===== src/rtl/dom_and_seq_ctrl_if.sv =====
// Signal bundle between the DOM AND sequencer, the masked front-end and the gadget.
// The sequencer takes the master view; the surrounding environment takes the slave view.
interface dom_and_seq_ctrl_if #(
    parameter int CNT_W = 16
);
    logic             in_valid_i;
    logic             in_ready_o;
    logic [3:0]       x_i;
    logic [3:0]       y_i;
    logic             rnd_valid_i;
    logic [5:0]       rnd_i;
    logic             rnd_ready_o;
    logic [3:0]       gx_o;
    logic [3:0]       gy_o;
    logic [5:0]       gz_o;
    logic [3:0]       gq_i;
    logic             out_valid_o;
    logic             out_ready_i;
    logic [3:0]       q_o;
    logic             busy_o;
    logic [CNT_W-1:0] op_cnt_o;

    modport master (
        input  in_valid_i, x_i, y_i, rnd_valid_i, rnd_i, gq_i, out_ready_i,
        output in_ready_o, rnd_ready_o, gx_o, gy_o, gz_o, out_valid_o, q_o,
               busy_o, op_cnt_o
    );

    modport slave (
        output in_valid_i, x_i, y_i, rnd_valid_i, rnd_i, gq_i, out_ready_i,
        input  in_ready_o, rnd_ready_o, gx_o, gy_o, gz_o, out_valid_o, q_o,
               busy_o, op_cnt_o
    );
endinterface


===== src/rtl/dom_and_seq_ctrl.sv =====
// Sequencer for a 4-share DOM AND gadget with one resharing register stage:
// accept operands, fetch 6 random bits, drive the gadget for two cycles, hand out the result.
module dom_and_seq_ctrl #(
    parameter int CNT_W      = 16,
    parameter bit CLEAR_IDLE = 1'b1
) (
    input logic              clk_i,
    input logic              rst_i,
    dom_and_seq_ctrl_if.master bus
);

    typedef enum logic [2:0] {
        S_IDLE,
        S_WAIT_RND,
        S_LOAD,
        S_EVAL,
        S_HOLD
    } state_t;

    state_t           state_q, state_d;
    logic [3:0]       x_q, x_d;
    logic [3:0]       y_q, y_d;
    logic [5:0]       z_q, z_d;
    logic [3:0]       q_q, q_d;
    logic [3:0]       gx_q, gx_d;
    logic [3:0]       gy_q, gy_d;
    logic [5:0]       gz_q, gz_d;
    logic             in_ready_q, in_ready_d;
    logic             rnd_ready_q, rnd_ready_d;
    logic             out_valid_q, out_valid_d;
    logic             busy_q, busy_d;
    logic [CNT_W-1:0] cnt_q, cnt_d;
    logic             drive_d;

    always_comb begin
        state_d = state_q;
        x_d     = x_q;
        y_d     = y_q;
        z_d     = z_q;
        q_d     = q_q;
        cnt_d   = cnt_q;

        case (state_q)
            S_IDLE: begin
                if (bus.in_valid_i) begin
                    x_d     = bus.x_i;
                    y_d     = bus.y_i;
                    state_d = S_WAIT_RND;
                end
            end
            S_WAIT_RND: begin
                if (bus.rnd_valid_i) begin
                    z_d     = bus.rnd_i;
                    state_d = S_LOAD;
                end
            end
            S_LOAD: begin
                state_d = S_EVAL;
            end
            S_EVAL: begin
                q_d     = bus.gq_i;
                state_d = S_HOLD;
            end
            S_HOLD: begin
                if (bus.out_ready_i) begin
                    cnt_d   = cnt_q + CNT_W'(1);
                    state_d = S_IDLE;
                    // Scrub shares so nothing of this operation lingers in the registers.
                    if (CLEAR_IDLE) begin
                        x_d = '0;
                        y_d = '0;
                        z_d = '0;
                        q_d = '0;
                    end
                end
            end
            default: begin
                state_d = S_IDLE;
            end
        endcase

        // Outputs are registered from the next state so they settle together with it.
        drive_d     = !CLEAR_IDLE || (state_d == S_LOAD) || (state_d == S_EVAL);
        gx_d        = drive_d ? x_d : '0;
        gy_d        = drive_d ? y_d : '0;
        gz_d        = drive_d ? z_d : '0;
        in_ready_d  = (state_d == S_IDLE);
        rnd_ready_d = (state_d == S_WAIT_RND);
        out_valid_d = (state_d == S_HOLD);
        busy_d      = (state_d != S_IDLE);
    end

    always_ff @(posedge clk_i) begin
        if (rst_i) begin
            state_q     <= S_IDLE;
            x_q         <= '0;
            y_q         <= '0;
            z_q         <= '0;
            q_q         <= '0;
            gx_q        <= '0;
            gy_q        <= '0;
            gz_q        <= '0;
            cnt_q       <= '0;
            in_ready_q  <= 1'b1;
            rnd_ready_q <= 1'b0;
            out_valid_q <= 1'b0;
            busy_q      <= 1'b0;
        end else begin
            state_q     <= state_d;
            x_q         <= x_d;
            y_q         <= y_d;
            z_q         <= z_d;
            q_q         <= q_d;
            gx_q        <= gx_d;
            gy_q        <= gy_d;
            gz_q        <= gz_d;
            cnt_q       <= cnt_d;
            in_ready_q  <= in_ready_d;
            rnd_ready_q <= rnd_ready_d;
            out_valid_q <= out_valid_d;
            busy_q      <= busy_d;
        end
    end

    assign bus.in_ready_o  = in_ready_q;
    assign bus.rnd_ready_o = rnd_ready_q;
    assign bus.out_valid_o = out_valid_q;
    assign bus.busy_o      = busy_q;
    assign bus.gx_o        = gx_q;
    assign bus.gy_o        = gy_q;
    assign bus.gz_o        = gz_q;
    assign bus.q_o         = q_q;
    assign bus.op_cnt_o    = cnt_q;

endmodule

===== src/flat_wrapper.sv =====
// flat-port wrapper written by rule: the top's interface ports become plain ports
module dom_and_seq_ctrl_flat 
#(
    parameter int CNT_W      = 16,
    parameter bit CLEAR_IDLE = 1'b1
)
  (clk_i, rst_i, bus_in_valid_i, bus_x_i, bus_y_i, bus_rnd_valid_i, bus_rnd_i, bus_gq_i, bus_out_ready_i, bus_in_ready_o, bus_rnd_ready_o, bus_gx_o, bus_gy_o, bus_gz_o, bus_out_valid_o, bus_q_o, bus_busy_o, bus_op_cnt_o);
  dom_and_seq_ctrl_if #(.CNT_W(CNT_W)) bus_i ();
  input logic clk_i;
  input logic rst_i;
  input wire logic [$bits(bus_i.in_valid_i)-1:0] bus_in_valid_i;
  input wire logic [$bits(bus_i.x_i)-1:0] bus_x_i;
  input wire logic [$bits(bus_i.y_i)-1:0] bus_y_i;
  input wire logic [$bits(bus_i.rnd_valid_i)-1:0] bus_rnd_valid_i;
  input wire logic [$bits(bus_i.rnd_i)-1:0] bus_rnd_i;
  input wire logic [$bits(bus_i.gq_i)-1:0] bus_gq_i;
  input wire logic [$bits(bus_i.out_ready_i)-1:0] bus_out_ready_i;
  output wire logic [$bits(bus_i.in_ready_o)-1:0] bus_in_ready_o;
  output wire logic [$bits(bus_i.rnd_ready_o)-1:0] bus_rnd_ready_o;
  output wire logic [$bits(bus_i.gx_o)-1:0] bus_gx_o;
  output wire logic [$bits(bus_i.gy_o)-1:0] bus_gy_o;
  output wire logic [$bits(bus_i.gz_o)-1:0] bus_gz_o;
  output wire logic [$bits(bus_i.out_valid_o)-1:0] bus_out_valid_o;
  output wire logic [$bits(bus_i.q_o)-1:0] bus_q_o;
  output wire logic [$bits(bus_i.busy_o)-1:0] bus_busy_o;
  output wire logic [$bits(bus_i.op_cnt_o)-1:0] bus_op_cnt_o;
  assign bus_i.in_valid_i = bus_in_valid_i;
  assign bus_i.x_i = bus_x_i;
  assign bus_i.y_i = bus_y_i;
  assign bus_i.rnd_valid_i = bus_rnd_valid_i;
  assign bus_i.rnd_i = bus_rnd_i;
  assign bus_i.gq_i = bus_gq_i;
  assign bus_i.out_ready_i = bus_out_ready_i;
  assign bus_in_ready_o = bus_i.in_ready_o;
  assign bus_rnd_ready_o = bus_i.rnd_ready_o;
  assign bus_gx_o = bus_i.gx_o;
  assign bus_gy_o = bus_i.gy_o;
  assign bus_gz_o = bus_i.gz_o;
  assign bus_out_valid_o = bus_i.out_valid_o;
  assign bus_q_o = bus_i.q_o;
  assign bus_busy_o = bus_i.busy_o;
  assign bus_op_cnt_o = bus_i.op_cnt_o;
  dom_and_seq_ctrl #(.CNT_W(CNT_W), .CLEAR_IDLE(CLEAR_IDLE)) u_core (.clk_i(clk_i), .rst_i(rst_i), .bus(bus_i));
endmodule

===== config.mk =====
export PLATFORM = sky130hd
export DESIGN_NAME = dom_and_seq_ctrl_flat
export DESIGN_NICKNAME = d
export VERILOG_FILES = /design/src/rtl/dom_and_seq_ctrl_if.sv /design/src/rtl/dom_and_seq_ctrl.sv /design/src/flat_wrapper.sv
export SDC_FILE = /design/constraint.sdc
export NUM_CORES = 1
export LEC_CHECK = 0
export ABC_AREA = 1
export CORE_MARGIN = 5
export CORE_UTILIZATION = 60
export DETAILED_ROUTE_END_ITERATION = 10
export DONT_BUFFER_PORTS = 1
export GPL_TIMING_DRIVEN = 0
export PLACE_DENSITY = 0.85
export SKIP_LAST_GASP = 1
export SYNTH_ARGS = -nofsm -noshare
export SYNTH_HDL_FRONTEND = slang
export SYNTH_SLANG_ARGS = --single-unit

===== constraint.sdc =====
create_clock -name clk_i -period 1.5 [get_ports clk_i]
set_clock_uncertainty 0.05 [all_clocks]
set_input_delay 0.225 -clock clk_i [delete_from_list [all_inputs] [get_ports clk_i]]
set_output_delay 0.225 -clock clk_i [all_outputs]
set_load 0.005 [all_outputs]

==> summary.md, run 1 <==
| Metric | Value |
|---|---|
| Hold slack | `30.6 ps` |
| Placed Cells incl. Taps | `351` |
| Worst-skew pair later-pin latency | `310 ps` |
| Logic pwr share | `0.106` |
| Vias | `1828` |
| Synth async-reset ratio | `0` |
| Area grow syn2layout | `9.25%` |
| Power, Total | `2.65 mW` |
| Max-Cap Viols | `0` |
| Netlist cell types | `29` |
| Initial antenna violation count | `0` |
| Final period util | `0.943` |
| Placer Congestion | `0.820` |
| Cts hold-fix bufs | `0` |
| First-pass GRT wire length | `7530 um` |
| FF+latch count, synth | `55` |
| Status | `finished, final reports clean` |
| CP required | `1700 ps` |
| CTS Sinks | `55` |
| WP data arrival | `1610 ps` |
| Most frequent cells in the layout | `nand2_1, nor2_1, dfxtp_1` |
| Number of synthesized flops with an enable pin | `0` |
| Largest net degree at the start of global routing | `19` |
| DR WL/cell | `12.5 um` |
| Crit end category | `flip-flop` |
| Cts bufs inserted | `5` |
| Non-Filler Instances | `361` |
| CP Max Fanout | `9` |
| GRT overflow | `0` |
| Clock Path Buffers | `2` |
| Mapped Area | `0.00230 sq mm` |
| Synth warn | `0` |
| Port Buffers | `0` |
| Worst Setup Path Type | `reg2reg` |
| Core footprint | `0.00369 sq mm` |
| Drt pass-1 iters | `4` |
| Worst VDD drop | `749 uV` |
| Die ar. | `0.00517 sq mm` |
| Internal power | `1.94 mW` |
| Register area share after synthesis | `0.479` |
| Synth Instances | `303` |
| Commonest non-fill, non-tap cell in the layout | `nand2_1` |
| Psw | `705 uW` |
| Setup tns final | `0 ps` |
| Max Slew Vio Count | `0` |
| TritonCTS clock tree | `yes` |
| Antenna cells | `0` |
| IO Pins | `61` |
| Die width | `71.9 um` |
| Vias in the first global route | `1707` |
| Worst-path clk slew | `100 ps` |
| Mean Syn Cell Area | `7.59 sq um` |
| Starting density of the core | `0.623` |
| Synth area leader | `dfxtp_1` |
| Worst reg2reg setup slack | `90 ps` |
| CTS root buffer | `clkbuf_8` |
| Drt drc | `0` |
| Post-Syn Nets | `327` |
| Share of cells above drive strength 1 | `0.144` |
| Top cell type's share of synthesized area | `0.479` |
| DRT iter0 DRCs | `91` |
| Seq pwr share | `0.579` |
| Fmax | `707 MHz` |
| Number of H-tree levels | `2` |
| Post-route minimum period | `1410 ps` |
| Sw frac | `0.266` |
| Post-detail-place hpwl | `3390 um` |
| Layout Nets | `336` |
| Top post-synthesis cells by area | `dfxtp_1, nand2_1, nor2_1` |
| Leakage | `1.04 nW` |
| Avg Vias per Cell | `5.06` |
| CP Launch Type | `flip-flop` |
| Rel. slew slack | `0.684` |
| RSZ-0062 raised after global routing | `true` |
| Filler cell count | `302` |
| Pwr dens | `1060 mW/mm^2` |
| Top_reg_cell synth | `dfxtp_1` |
| Post-Route WL | `4500 um` |
| Clock power share | `0.315` |
| Worst Max-Slew Pin Slew | `475 ps` |
| Setup violators final | `0` |
| Hold Path Class | `in2reg` |
| Hold Vio Cnt, Final | `0` |
| Vert. Die Dim | `71.9 um` |
| Core Rows | `22` |
| Tot GR Track Use | `0.181` |
| Post-route ant nets | `0` |
state kept, by name, summed over array words and instances, names as in the netlist:
signal                  flops
u_core.bus.busy_o           1
u_core.bus.gx_o             4
u_core.bus.gy_o             4
u_core.bus.gz_o             6
u_core.bus.in_ready_o       1
u_core.bus.op_cnt_o        16
u_core.bus.out_valid_o      1
u_core.bus.q_o              4
u_core.bus.rnd_ready_o      1
u_core.state_q              3
u_core.x_q                  4
u_core.y_q                  4
u_core.z_q                  6
worst paths after layout:
| path | start | end | depth (start not counted) |
|---|---|---|---|
| setup / recovery | u_core.state_q[0]$_SDFF_PP0_ | u_core.z_q[1]$_SDFF_PP0_ | 6 |
| hold / removal | bus_gq_i[1] | u_core.bus.q_o[1]$_SDFFE_PP0P_ | 2 |
| setup reg to reg | u_core.state_q[0]$_SDFF_PP0_ | u_core.z_q[1]$_SDFF_PP0_ | 6 |
| hold reg to reg | u_core.z_q[4]$_SDFF_PP0_ | u_core.z_q[4]$_SDFF_PP0_ | 2 |
metal layers:
layer	wire [um]	GRT usage	up-vias
li1	-	-	948
met1	1880	0.207	828
met2	2180	0.311	44
met3	357	0.0651	8
met4	79	0.0626	0
met5	0	0	-
repair_timing:
action	CTS	global route
buffers inserted	0	2
endpoints found under the setup margin	1	22
resized for setup	1	19
pin swaps	0	4
through the flow:
stage	area (sq um)	utilization	setup WS, ps
final	2510	0.681	85.8
after global routing	2510	0.681	-36.8
after CTS	2460	0.666	14.0
after detailed placement	2360	0.639	14.6
after global placement	2360	0.639	37.4
after floorplan	2300	-	210
power by group through the flow:
stage	combinational, mW	sequential (mW)	clock [mW]
floorplan	0.216	1.56	0
global placement	0.254	1.57	0
detailed placement	0.263	1.57	0
CTS	0.268	1.54	0.844
global route	0.324	1.54	0.904
finish	0.281	1.53	0.834
worst max-delay path: stages, from the launching register on:
cell	delay [ps]
dfxtp_1	340
buf_6	150
nand2_1	110
nor3_4	330
nand2_1	100
a21boi_2	180
nor2_1	100
cell type report:
cell class                      count  area, sq um  area share
Clock inverter                      3         23.8     0.00947
Clock buffer                        5         68.8      0.0274
Inverter                           46          175      0.0698
Tap cell                           48         60.1      0.0239
Sequential cell                    55         1110       0.441
Multi-Input combinational cell    192          988       0.394
Buffer                             10         71.3      0.0284
Timing Repair Buffer                2         15.0     0.00598
logic make-up (layout without fill, tap and decap cells):
logic type / Yosys count / count (layout) / synth area share
buffers and inverters: 56 / 66 / 0.106
flip-flops: 55 / 55 / 0.479
AO/OA/AOI/OAI: 36 / 36 / 0.0866
XOR/XNOR: 3 / 3 / 0.0114
adder cells (fa/ha/maj): 1 / 1 / 0.00544
AND/OR/NAND/NOR: 152 / 152 / 0.311
synthesized netlist by cell type (3+ instances only):
master / number
a21boi_0: 4
a21oi_1: 8
buf_2: 3
buf_6: 4
clkbuf_1: 3
dfxtp_1: 55
inv_1: 44
nand2_1: 64
nand2_2: 4
nand3_1: 12
nand4_1: 5
nor2_1: 52
nor3_1: 3
o21ai_0: 20
xnor2_1: 3
Note: power is estimated with default switching activity, not from simulation.
==> run 2: changes to the inputs <==
--- a/config.mk
+++ b/config.mk
@@ -11,7 +11,7 @@
 export DETAILED_ROUTE_END_ITERATION = 10
 export DONT_BUFFER_PORTS = 1
 export GPL_TIMING_DRIVEN = 0
-export PLACE_DENSITY = 0.85
+export PLACE_DENSITY = 0.76
 export SKIP_LAST_GASP = 1
 export SYNTH_ARGS = -nofsm -noshare
 export SYNTH_HDL_FRONTEND = slang
==> run 2 against run 1 <==
Against the previous run:
- via count decreased by 0.16%
- largest power group unchanged
- design area up 2.7%
- critical endpoint is now u_core.bus.op_cnt_o[2]$_SDFFE_PP0P_
- routed wire length is 3.3% higher
==> summary.md, run 2 (same netlist as run 1, synthesis figures left out) <==
| Metric | Value |
|---|---|
| Final WS setup | `53.5 ps (-32.3 ps)` |
| Hold Vio Cnt, Final | `0 (unchanged)` |
| Core Rows | `22 (unchanged)` |
| Vias in the first global route | `1691 (-0.94%)` |
| Slowest cell on crit path | `dfxtp_1` |
| Worst VDD drop | `761 uV (+1.6%)` |
| Largest net degree at the start of global routing | `18 (-1)` |
| CTS Sinks | `55 (unchanged)` |
| CP Max Fanout | `6 (-3)` |
| Die ar. | `0.00517 sq mm (unchanged)` |
| IO Pins | `61 (unchanged)` |
| First-pass GRT wire length | `7360 um (-2.3%)` |
| Crit end category | `flip-flop` |
| Worst r2r path cells | `7 (+1)` |
| Share of cells above drive strength 1 | `0.158 (+0.0145)` |
| Pre-CTS setup slack | `17.3 ps (+2.68 ps)` |
| Worst reg2reg setup slack | `50 ps (-30 ps)` |
| Core footprint | `0.00369 sq mm (unchanged)` |
| DRT iter0 DRCs | `68 (-25%)` |
| Vias | `1825 (-0.16%)` |
| CP Launch Type | `flip-flop` |
| Fmax | `691 MHz (-2.2%)` |
| Hold Path End | `u_core.bus.q_o[0]$_SDFFE_PP0P_` |
| Drt pass-1 iters | `4 (unchanged)` |
| Die width | `71.9 um (unchanged)` |
| Post-Route WL | `4650 um (+3.3%)` |
| Starting density of the core | `0.623 (unchanged)` |
| Max-Cap Viols | `0 (unchanged)` |
| Initial antenna violation count | `0 (unchanged)` |
| Layout Nets | `339 (+0.89%)` |
| Post-detail-place hpwl | `3400 um (+0.34%)` |
| RSZ-0062 raised after global routing | `true` |
| Filler cell count | `298 (-1.3%)` |
| Worst Setup Path Type | `reg2reg` |
| Status | `finished, final reports clean` |
| WP data arrival | `1580 ps (-30 ps)` |
| Drt drc | `0 (unchanged)` |
| Power, Total | `2.83 mW (+6.9%)` |
| Crit. Startpoint | `u_core.state_q[1]$_SDFF_PP0_` |
| CP required | `1640 ps (-60 ps)` |
| Most frequent cells in the layout | `nand2_1, nor2_1, dfxtp_1` |
| Leakage | `1.09 nW (+4.4%)` |
| Tot GR Track Use | `0.178 (-0.00310)` |
| Final period util | `0.964 (+0.0216)` |
| Max Slew Vio Count | `0 (unchanged)` |
| Worst path bufs/invs | `3 (+2)` |
| Area grow syn2layout | `12.2%` |
| Vert. Die Dim | `71.9 um (unchanged)` |
| Worst-path clk slew | `100 ps (about the same)` |
| Worst-path cell chain | `buf_6 > nor2_8 > nand3_4 > buf_8 > nor3_4 > buf_4 > nor3b_2` |
| Clock Path Buffers | `2 (unchanged)` |
| Worst path top cell family by delay | `simple AND/OR/NAND/NOR gates` |
| Port Buffers | `0 (unchanged)` |
| Worst reg2reg endpoint | `u_core.bus.op_cnt_o[2]$_SDFFE_PP0P_` |
| TritonCTS clock tree | `yes` |
| Hold Path Class | `in2reg` |
| Min-delay src | `bus_gq_i[0]` |
| GRT overflow | `0 (unchanged)` |
| Max reg flops | `16 (unchanged)` |
| Worst-skew pair later-pin latency | `300 ps (about the same)` |
| Commonest non-fill, non-tap cell in the layout | `nand2_1` |
| Antenna cells | `0 (unchanged)` |
| CTS root buffer | `clkbuf_8` |
| Worst Max-Slew Pin Slew | `501 ps (+26.3 ps)` |
| Hold Crit Depth | `2 (unchanged)` |
| Worst r2r src | `u_core.state_q[1]$_SDFF_PP0_` |
| Max incr delay on CP | `320 ps (-20 ps)` |
| Avg Vias per Cell | `5.01 (-0.99%)` |
| Number of H-tree levels | `2 (unchanged)` |
| DR WL/cell | `12.8 um (+2.5%)` |
| Post-route ant nets | `0 (unchanged)` |
| Cts hold-fix bufs | `0 (unchanged)` |
| Pwr dens | `1100 mW/mm^2 (+4.1%)` |
| Post-route minimum period | `1450 ps (+32.3 ps)` |
| Cts bufs inserted | `5 (unchanged)` |
| Rel. slew slack | `0.666 (-0.0176)` |
| Placer Congestion | `0.779 (-5.0%)` |
| Setup violators final | `0 (unchanged)` |
## run 2: cell types whose count changed in the layout (fill, tap and decap cells not counted), sizes merged
| cell | before | now |
|---|---|---|
| buf | 9 | 11 |
| bufinv | 0 | 1 |
| clkbuf | 8 | 10 |
| clkinvlp | 2 | 0 |
## run 2: final cells by class
class / instances / area (sq um) / area share
clock buffer: 6 / 82.6 / 0.0320
sequential: 55 / 1110 / 0.429
inverter: 46 / 173 / 0.0670
tap: 48 / 60.1 / 0.0233
clock inverter: 2 / 38.8 / 0.0150
buffer: 10 / 75.1 / 0.0291
timing repair buffer: 5 / 55.1 / 0.0213
multi-input combinational: 192 / 987 / 0.383
## run 2: repair_timing
| action | in CTS | in global routing |
|---|---|---|
| cloned | 0 | 1 |
| endpoints found under the setup margin | 1 | 21 |
| pin swaps | 0 | 5 |
| setup buffers | 0 | 4 |
| gates resized for setup | 1 | 19 |
## run 2: power breakdown
part / switching (mW) / internal (mW)
Sequential: 0.0226 / 1.51
Combinational: 0.184 / 0.0965
Clock: 0.467 / 0.549
Total: 0.673 / 2.16
## run 2: routing by layer
layer,up-vias,routed length [um],global-route usage
li1,952,-,-
met1,824,1900,0.194
met2,43,2360,0.319
met3,6,341,0.0734
met4,0,41,0.0438
met5,-,0,0
## run 2: worst max path at each step
stage,depth (start not counted),to,slack (ps)
2_1_floorplan,8,u_core.bus.op_cnt_o[4]$_SDFFE_PP0P_,210
3_3_place_gp,7,u_core.bus.in_ready_o$_SDFF_PP1_,9
3_5_place_dp,7,u_core.bus.in_ready_o$_SDFF_PP1_,20
4_1_cts,8,u_core.z_q[5]$_SDFF_PP0_,10
5_1_grt,8,u_core.z_q[5]$_SDFF_PP0_,-20
6_report,7,u_core.bus.op_cnt_o[2]$_SDFFE_PP0P_,50
## run 2: per-stage QoR
step / utilization / TNS, ps / instances / hold WS, ps / area (sq um)
after floorplan: - / 0 / 303 / 348 / 2300
after global placement: 0.639 / 0 / 351 / 353 / 2360
after detailed placement: 0.639 / 0 / 351 / 359 / 2360
after CTS: 0.674 / 0 / 359 / 40.0 / 2490
after global routing: 0.699 / -116 / 364 / 38.3 / 2580
final: 0.699 / 0 / 364 / 40.5 / 2580
## run 2: worst register-to-register path, stage by stage (launching register included)
cell and delay [ps]:
dfxtp_1 320, buf_6 140, nor2_8 120, nand3_4 150, buf_8 170, nor3_4 200, buf_4 150, nor3b_2 30
==> run 3: changes to the inputs <==
--- a/config.mk
+++ b/config.mk
@@ -7,11 +7,12 @@
 export LEC_CHECK = 0
 export ABC_AREA = 1
 export CORE_MARGIN = 5
-export CORE_UTILIZATION = 60
+export CORE_UTILIZATION = 56
 export DETAILED_ROUTE_END_ITERATION = 10
 export DONT_BUFFER_PORTS = 1
 export GPL_TIMING_DRIVEN = 0
-export PLACE_DENSITY = 0.76
+export HOLD_SLACK_MARGIN = 0.03
+export PLACE_DENSITY = 0.74
 export SKIP_LAST_GASP = 1
 export SYNTH_ARGS = -nofsm -noshare
 export SYNTH_HDL_FRONTEND = slang
==> constraint.sdc (replaced) <==
create_clock -name clk_i -period 1.3 [get_ports clk_i]
set_clock_uncertainty 0.05 [all_clocks]
set_input_delay 0.195 -clock clk_i [delete_from_list [all_inputs] [get_ports clk_i]]
set_output_delay 0.195 -clock clk_i [all_outputs]
set_load 0.005 [all_outputs]
==> run 3 against run 2 <==
Against the previous run:
- the flow now finishes with violations (setup timing)
- die area grew 6.1%
- total power grew 25%
- global-route usage grew 0.83 points
- hold slack gained 76 ps
- critical path type unchanged
- register-to-register slack lost 140 ps
- sequential power grew 16%
==> summary.md, run 3 (same netlist as run 1, synthesis figures left out) <==
| Metric | Value |
|---|---|
| CP required | `1490 ps (-150 ps)` |
| Tot GR Track Use | `0.186 (+0.00826)` |
| Setup violators final | `34 (+34)` |
| Status | `finished, violations left` |
| Final WS setup | `-89.0 ps (-143 ps)` |
| Final Core Density | `0.749 (+0.0503)` |
| Sw frac | `0.243 (+0.00518)` |
| Worst-skew pair later-pin latency | `310 ps (about the same)` |
| Die width | `74.1 um (+3.0%)` |
| Rel. slew slack | `0.673 (+0.00666)` |
| CTS root buffer | `clkbuf_8` |
| Drt drc | `0 (unchanged)` |
| Share of cells above drive strength 1 | `0.334 (+0.176)` |
| CTS Sinks | `55 (unchanged)` |
| Drt pass-1 iters | `4 (unchanged)` |
| Post-route ant nets | `0 (unchanged)` |
| Fmax | `720 MHz (+4.1%)` |
| Port Buffers | `0 (unchanged)` |
| Post-route minimum period | `1390 ps (-57.5 ps)` |
| Max reg flops | `16 (unchanged)` |
| IO Pins | `61 (unchanged)` |
| Max Slew Vio Count | `0 (unchanged)` |
| Cts bufs inserted | `5 (unchanged)` |
| DRT iter0 DRCs | `61 (-10%)` |
| Placed Cells incl. Taps | `353 (+0.57%)` |
| Worst Max-Slew Pin Slew | `491 ps (-9.99 ps)` |
| Hold Vio Cnt, Final | `0 (unchanged)` |
| DR WL/cell | `13.8 um (+7.7%)` |
| Vert. Die Dim | `74.1 um (+3.0%)` |
| Core footprint | `0.00400 sq mm (+8.4%)` |
| Number of H-tree levels | `2 (unchanged)` |
| Crit end category | `flip-flop` |
| Area after DPL | `0.00236 sq mm (+0.11%)` |
| Starting density of the core | `0.575 (-0.0485)` |
| CP Launch Type | `flip-flop` |
| RSZ-0062 raised after global routing | `true` |
| Placer Congestion | `0.797 (+2.4%)` |
| Commonest non-fill, non-tap cell in the layout | `nand2_1` |
| CP Max Fanout | `5 (-1)` |
| Violated checks | `setup timing` |
| Worst VDD drop | `1020 uV (+33%)` |
| Final period util | `1.07 (+0.104)` |
| Seq pwr share | `0.501 (-0.041)` |
| Psw | `863 uW (+28%)` |
| Pwr dens | `1180 mW/mm^2 (+7.9%)` |
| Avg Vias per Cell | `5.06 (+0.87%)` |
| Logic pwr share | `0.128 (+0.029)` |
| Final Cell Area | `0.00300 sq mm (+16%)` |
| Max-Cap Viols | `0 (unchanged)` |
| Post-detail-place hpwl | `3250 um (-4.3%)` |
| First-pass GRT wire length | `7890 um (+7.3%)` |
| Area grow syn2layout | `30.4%` |
| Clock power share | `0.371 (+0.012)` |
| WP data arrival | `1580 ps (about the same)` |
| Die ar. | `0.00549 sq mm (+6.1%)` |
| Non-Filler Instances | `382 (+4.9%)` |
| Clock Path Buffers | `2 (unchanged)` |
| Initial antenna violation count | `0 (unchanged)` |
| GRT overflow | `0 (unchanged)` |
| Antenna cells | `0 (unchanged)` |
| Worst-path clk slew | `100 ps (about the same)` |
| Leakage | `1.25 nW (+15%)` |
| Most frequent cells in the layout | `nand2_1, dfxtp_1, nor2_1` |
| Layout Nets | `355 (+4.7%)` |
| Vias | `1932 (+5.9%)` |
| Core Rows | `23 (+4.5%)` |
| TritonCTS clock tree | `yes` |
| Largest net degree at the start of global routing | `18 (unchanged)` |
| Vias in the first global route | `1771 (+4.7%)` |
| Internal power | `2.69 mW (+25%)` |
| Post-Route WL | `5260 um (+13%)` |
| Worst Setup Path Type | `reg2reg` |
| Hold Path Class | `in2reg` |
## run 3: changes by cell type in the layout (fill, tap and decap cells not counted), sizes merged
| cell | previous run | this run |
|---|---|---|
| dlygate4sd3 | 0 | 4 |
| bufinv | 1 | 2 |
| clkbuf | 10 | 9 |
| inv | 47 | 46 |
| buf | 11 | 23 |
| clkinvlp | 0 | 1 |
## run 3: worst max-delay path: stages, from the launching register on
cell and delay [ps]:
dfxtp_4 400, nor2_8 140, nand3_4 140, nor2_4 190
buf_12 130, nand3_4 60, nand2_2 70, nand2_1 50
nor2_1 110
## run 3: per-layer routing
metal	track usage	wire (um)	up-vias
met2	0.322	2780	44
met3	0.0757	403	7
met1	0.213	2010	889
li1	-	-	992
met4	0.0483	65	0
met5	0	0	-
## run 3: power by group through the flow
stage / registers, mW / clock network [mW] / logic (mW)
global placement: 1.81 / 0 / 0.298
detailed placement: 1.81 / 0 / 0.302
finish: 1.78 / 1.32 / 0.455
CTS: 1.77 / 1.34 / 0.367
global route: 1.79 / 1.39 / 0.506
floorplan: 1.80 / 0 / 0.249
## run 3: layout make-up
cell class                 count  area [sq um]
tap                           50          62.6
clock buffer                   5          68.8
fill                         298          1000
multi-input combinational    192          1200
inverter                      46           180
buffer                         8          52.6
timing repair buffer          23           235
clock inverter                 3          67.6
sequential                    55          1130
## run 3: what timing repair did
action                                  4_1_cts  5_1_grt
cloned                                        0        1
buffers inserted                              8       10
endpoints found under the setup margin       44       52
gates resized for setup                      30       79
pin swaps                                     4       28
hold buffers                                  4        0
hold endpoints to repair                      4        0
## run 3: through the flow
| step | power, mW | hold WS (ps) | setup TNS (ps) | worst slack, ps |
|---|---|---|---|---|
| floorplan | 2.05 | 318 | 0 | 10.2 |
| global placement | 2.11 | 323 | -3190 | -223 |
| detailed placement | 2.11 | 324 | -3910 | -217 |
| CTS | 3.47 | 107 | -564 | -70.5 |
| global route | 3.69 | 121 | -4750 | -168 |
| finish | 3.55 | 116 | -845 | -89.0 |
## run 3: final timing paths
kind / depth (start not counted) / end / slack [ps] / startpoint
hold reg to reg: 2 / u_core.bus.gz_o[2]$_SDFF_PP0_ / 450 / u_core.z_q[2]$_SDFF_PP0_
setup reg to reg: 8 / u_core.bus.op_cnt_o[14]$_SDFFE_PP0P_ / -90 / u_core.state_q[1]$_SDFF_PP0_
hold / removal: 3 / u_core.bus.gz_o[4]$_SDFF_PP0_ / 120 / bus_rnd_i[4]
setup / recovery: 8 / u_core.bus.op_cnt_o[14]$_SDFFE_PP0P_ / -90 / u_core.state_q[1]$_SDFF_PP0_
